==> src/rtl/pipe_stage_buf.sv <==
// pipe_stage_buf: DEPTH-entry elastic pipeline buffer with registered allow_in, flush and stall counter
module pipe_stage_buf #(
   parameter int DATA_W = 64,
   parameter int DEPTH  = 2,
   parameter int CNT_W  = 16
) (
   input  logic                         clk,
   input  logic                         reset,
   input  logic                         in_valid,
   input  logic [DATA_W-1:0]            in_bus,
   output logic                         in_allow_in,
   output logic                         out_valid,
   output logic [DATA_W-1:0]            out_bus,
   input  logic                         out_allow_in,
   input  logic                         flush,
   output logic [$clog2(DEPTH+1)-1:0]   occupancy,
   output logic [CNT_W-1:0]             stall_cnt
);
   localparam int AW = DEPTH > 1 ? $clog2(DEPTH) : 1;
   localparam int OW = $clog2(DEPTH+1);

   logic [DATA_W-1:0] mem [DEPTH];
   logic [AW-1:0]     rd_ptr, wr_ptr;
   logic              push, pop;

   function automatic logic [AW-1:0] inc(input logic [AW-1:0] p);
      return (p == AW'(DEPTH-1)) ? '0 : p + 1'b1;
   endfunction

   assign in_allow_in = occupancy < OW'(DEPTH);
   assign out_valid   = occupancy != '0;
   assign out_bus     = out_valid ? mem[rd_ptr] : '0;
   assign push        = in_valid & in_allow_in;
   assign pop         = out_valid & out_allow_in;

   // payload storage; stale entries are masked by out_valid so no reset is needed
   always_ff @(posedge clk) begin
      if (push & ~flush) mem[wr_ptr] <= in_bus;
   end

   // pointers and occupancy; flush wins over any same-cycle push or pop
   always_ff @(posedge clk or posedge reset) begin
      if (reset) begin
         rd_ptr    <= '0;
         wr_ptr    <= '0;
         occupancy <= '0;
      end else if (flush) begin
         rd_ptr    <= '0;
         wr_ptr    <= '0;
         occupancy <= '0;
      end else begin
         if (push) wr_ptr <= inc(wr_ptr);
         if (pop) rd_ptr <= inc(rd_ptr);
         if (push & ~pop) occupancy <= occupancy + 1'b1;
         else if (pop & ~push) occupancy <= occupancy - 1'b1;
      end
   end

   // saturating count of back-pressured cycles; survives flush, cleared only by reset
   always_ff @(posedge clk or posedge reset) begin
      if (reset) stall_cnt <= '0;
      else if (out_valid & ~out_allow_in & ~flush & ~&stall_cnt) stall_cnt <= stall_cnt + 1'b1;
   end
endmodule

==> config.mk <==
export PLATFORM = sky130hd
export DESIGN_NAME = pipe_stage_buf
export DESIGN_NICKNAME = d
export VERILOG_FILES = /design/src/rtl/pipe_stage_buf.sv
export SDC_FILE = /design/constraint.sdc
export NUM_CORES = 1
export LEC_CHECK = 0
export CAP_MARGIN = 20
export CELL_PAD_IN_SITES_DETAIL_PLACEMENT = 0
export CELL_PAD_IN_SITES_GLOBAL_PLACEMENT = 2
export CORE_MARGIN = 4
export CORE_UTILIZATION = 33
export CTS_CLUSTER_DIAMETER = 60
export DETAILED_ROUTE_END_ITERATION = 8
export GPL_ROUTABILITY_DRIVEN = 0
export GPL_TIMING_DRIVEN = 1
export PLACE_DENSITY_LB_ADDON = 0.12
export SKIP_CTS_REPAIR_TIMING = 1
export SLEW_MARGIN = 30
export SYNTH_ARGS = -nofsm -noshare
export SYNTH_HDL_FRONTEND = slang
export SYNTH_SLANG_ARGS = --single-unit
export TNS_END_PERCENT = 50
==> constraint.sdc <==
create_clock -name clk -period 7.9 [get_ports clk]
set_input_delay 0.79 -clock clk [delete_from_list [all_inputs] [get_ports clk]]
set_output_delay 0.79 -clock clk [all_outputs]
set_load 0.03 [all_outputs]
# Word level (Yosys, flattened, before mapping)
# Memory sizes are Yosys's and may differ from the RTL's.
# Index checks and enable logic that the tools add are counted.
# op_classes
addsub	5
n_lt_le_gt_ge	1
bitwise_logic	12
muxes	12
reduce_logical	6
# ops
cell	count
64-bit 2-to-1 mux	1
16-bit by 1-bit adder with 16-bit output, second input constant	1
16-bit AND reduction	1
1-bit bitwise AND	8
1-bit 2-to-1 mux	8
2-bit 2-to-1 mux	3
2-bit nonzero test	3
1-bit NOT	4
3-bit nonzero test	1
1-bit adder, second input constant	2
2-bit by 1-bit adder with 2-bit output, second input constant	1
2-bit < comparator, second input constant	1
2-bit by 1-bit subtractor with 2-bit output, second input constant	1
1-bit logical NOT	1
# totals
output_inout_bits	84
elab_cells	41
memories	1
in_bits	69
regBits	20
ram_bits	128
# memory_table
name	depth	word_bits	read_ports	rd_ports_with_merged_regs	wr	line_no	text
mem	2	64	1	0	1	22	logic [DATA_W-1:0] mem [DEPTH];

# Longest topological paths before layout
# depth
ltp_word	7
mapped_depth	6
depth_no_buf	5

# Worst setup path after synthesis
# Ideal clock, no wire load.
# synth_timing
path_kind	register to register
startpoint	reg occupancy[1]
endpoint	mem mem[1][0], enable pin
setup_time_ns	0.578
path_buffers	0
t_required_ns	7.322
stages_incl_launch_ff	4
period_less_slack_ns	6.308
path_slack_ns	1.592
arrival_ns	5.730
cell_sequence	dfrtp_1 > inv_1 > nand2_1 > nor3b_1
# synth_via
elab_chain_len	5
# synth_rtl
item	line_no	text
from (decl)	16	output logic [$clog2(DEPTH+1)-1:0] occupancy,
from (signal assigned)	54	if (push & ~pop) occupancy <= occupancy + 1'b1;
from (signal assigned)	55	else if (pop & ~push) occupancy <= occupancy - 1'b1;
2-bit < comparator	30	assign in_allow_in = occupancy < OW'(DEPTH);
via in_allow_in	11	output logic in_allow_in,
1-bit bitwise AND	33	assign push = in_valid & in_allow_in;
1-bit bitwise AND	38	if (push & ~flush) mem[wr_ptr] <= in_bus;
1-bit 2-to-1 mux	38	
1-bit 2-to-1 mux (not written as such)	38	
to (decl)	22	
# The timed path passes the listed nets, and every way through them passes these cells.

# Final worst setup path
# layout_timing
startpoint	reg occupancy[1]
endpoint	out out_valid
# layout_via
elab_chain_len	1
# layout_rtl
item	line_no	text
2-bit nonzero test	31	assign out_valid = occupancy != '0;
to (decl)	12	output logic out_valid,
# Every way passes these cells.

==> qor.txt <==
die area: 19800 um2
largest vdd supply drop: 0.160 mV
maximum root-to-sink buffer count: 2
Psw: 0.000497 W
Final Hold Viols: 0
Synth area leaders: edfxtp_1, mux2i_1, dfrtp_1
clock-pin slew on the worst setup and hold paths: 0.06 ns
DR vias/cell: 4.54
placed instance count: 735
Top Usage Layer GRT: met2
GR Overflow Total: 0
maximum fanout along the worst path: 40
layout cells sized above 1: 0.0830
Setup WS pre-CTS: 4.68 ns
synthesis-stage register bit count: 148
DR vias: 3480
met1 usage: 0.159
Die Wd: 141 um
clock latency on the worst-skew pair: 0.41 ns
antenna viol nets, final: 0
met3 usage: 0.0424
sequential area share after synthesis: 0.746
die height: 141 um
sw frac: 0.242
Pint: 0.00156 W
slew at the pin closest to its max-slew limit: 0.766 ns
hold crit path type: flip-flop to flip-flop
H-tree depth: 4
min Tclk post-route: 3.55 ns
core area: 17300 um2
Final Cell Area: 8250 um2
Synth Warn #: 0
IO Pins: 153
Global Route met2 Usage: 0.214
commonest non-fill, non-tap cell in the layout: clkdlybuf4s50_1
clk root buf: clkbuf_16
DRC: 0
CTS tree: built
cell taking the most area after synthesis: edfxtp_1
Detailed Route WL: 12.6 mm
FP Rows: 48
Area growth, synth to finish: 41.5%
DPL Wire Length: 8.27 mm
Pleak: 2.82 nW
Final setup viols: 0
clock network power share: 0.396
vias in the first global route: 3651
Post-Syn Instances: 367
Post-synth EDFFs: 128
Synth Area per Inst: 15.9 um2
MaxCap Viol Count: 0
register area: 4350 um2
crit path launch type: flip-flop
commonest non-fill, non-tap cells in the layout: clkdlybuf4s50_1, edfxtp_1, nor2_1, mux2i_1, dfrtp_1
critical path data required time: 7.11 ns
starting density of the core: 0.337
period utilization: 0.450
Synth top area share: 0.660
pwr/cell area: 249 nW/um2
WP data arrival: 2.76 ns
fin nets: 599
Worst Skew: 0.00647 ns
Max-slew headroom: 0.486
CTS sink count: 148
fmax: 281 MHz
TritonRoute pass-1 iters: 5
Synth Cell Area: 5830 um2
register share of total power: 0.451
fill cell count: 1544
fin cells: 767
WL/cell: 16.4 um
Setup Crit Path Kind: flip-flop to primary output
placement-stage cell area: 7650 um2
setup tns final: 0 ns
syn nets: 437
crit path capture type: primary output
multi-input logic area: 1420 um2
asr flop ratio synth: 0.135
Gate power share: 0.153
final setup margin: 4.35 ns
CTS buffer count: 17
GRT Overall Usage: 0.131
Power Total: 0.00206 W
n_diodes: 0
largest net degree at the start of global routing: 43
status: finished, final reports clean
initial antenna violation count: 0
Slew Limit Fails: 0
1st-iter DRT viols: 94
Port-buffer cells: 152
post-synth cell types: 33
first-pass GRT wire length: 19.8 mm
most used flip-flop cell after synthesis: edfxtp_1
RSZ-0062 raised after global routing: false
==> metal layers <==
metal / vias up / share of wire
met5: - / 0
met4: 0 / 0.017
met3: 18 / 0.062
met2: 104 / 0.50
met1: 1677 / 0.42
li1: 1681 / -
==> synth_stat cells (4+ instances only) <==
library cell  instances
edfxtp_1            128
nor2_1               69
mux2i_1              65
dfrtp_1              20
xor2_1                9
nand2_1               8
buf_2                 7
buf_1                 6
nand3_1               6
nand4_1               6
xnor2_1               6
nor3_2                4
==> per-stage QoR <==
| step | hold WS [ns] | utilization |
|---|---|---|
| floorplan | 0.519 | - |
| global placement | 0.491 | 0.441 |
| detailed placement | 0.495 | 0.442 |
| CTS | 0.507 | 0.477 |
| global route | 0.524 | 0.477 |
| finish | 0.496 | 0.477 |
==> area by class of cell <==
type                            instances  share of cell area
Clock inverter                         12              0.0196
Clock buffer                           20              0.0530
Sequential cell                       148               0.527
Timing Repair Buffer                  158               0.192
Tap cell                              225              0.0341
Multi-Input combinational cell        201               0.172
Inverter                                3             0.00137
==> final timing paths <==
kind | start | to | slack (ns) | cells past startpoint
hold reg to reg | stall_cnt[14]$_DFFE_PP0P_ | stall_cnt[14]$_DFFE_PP0P_ | 0.50 | 1
max in group asynchronous | reset | rd_ptr$_DFFE_PP0P_ | 6.76 | 2
setup / recovery | occupancy[1]$_DFFE_PP0P_ | out_valid | 4.35 | 4
hold / removal | stall_cnt[14]$_DFFE_PP0P_ | stall_cnt[14]$_DFFE_PP0P_ | 0.50 | 1
setup reg to reg | occupancy[1]$_DFFE_PP0P_ | stall_cnt[1]$_DFFE_PP0P_ | 5.46 | 6
min in group asynchronous | reset | stall_cnt[14]$_DFFE_PP0P_ | 0.72 | 2
==> registers in the layout, summed over array words and instances (netlist names) <==
signal and count:
stall_cnt 16, mem 128, wr_ptr 1, rd_ptr 1, occupancy 2
==> kinds of logic after synthesis <==
family | after synthesis | share of synthesized area
xor gates and xnor gates | 15 | 0.0225
DFF | 148 | 0.746
muxes | 68 | 0.117
and+or+nand+nor | 112 | 0.0934
adders and majority gates | 1 | 0.00215
AOI/OAI and AO/OA | 5 | 0.00515
buffers and inverters | 18 | 0.0137
==> power groups by stage <==
stage	logic (W)	registers [W]	clock network [W]
floorplan	0.000155	0.000957	0
global placement	0.000309	0.000950	0
detailed placement	0.000320	0.000943	0
CTS	0.000321	0.000927	0.000835
global route	0.000337	0.000932	0.000872
finish	0.000314	0.000927	0.000814
==> critical path, stage by stage, from the launching register on <==
cell and delay, ns:
dfrtp_1 0.46, nor2_4 0.57, buf_4 0.53, inv_1 0.15, clkdlybuf4s50_1 0.62
No activity file was read; power rests on OpenSTA's default activity.
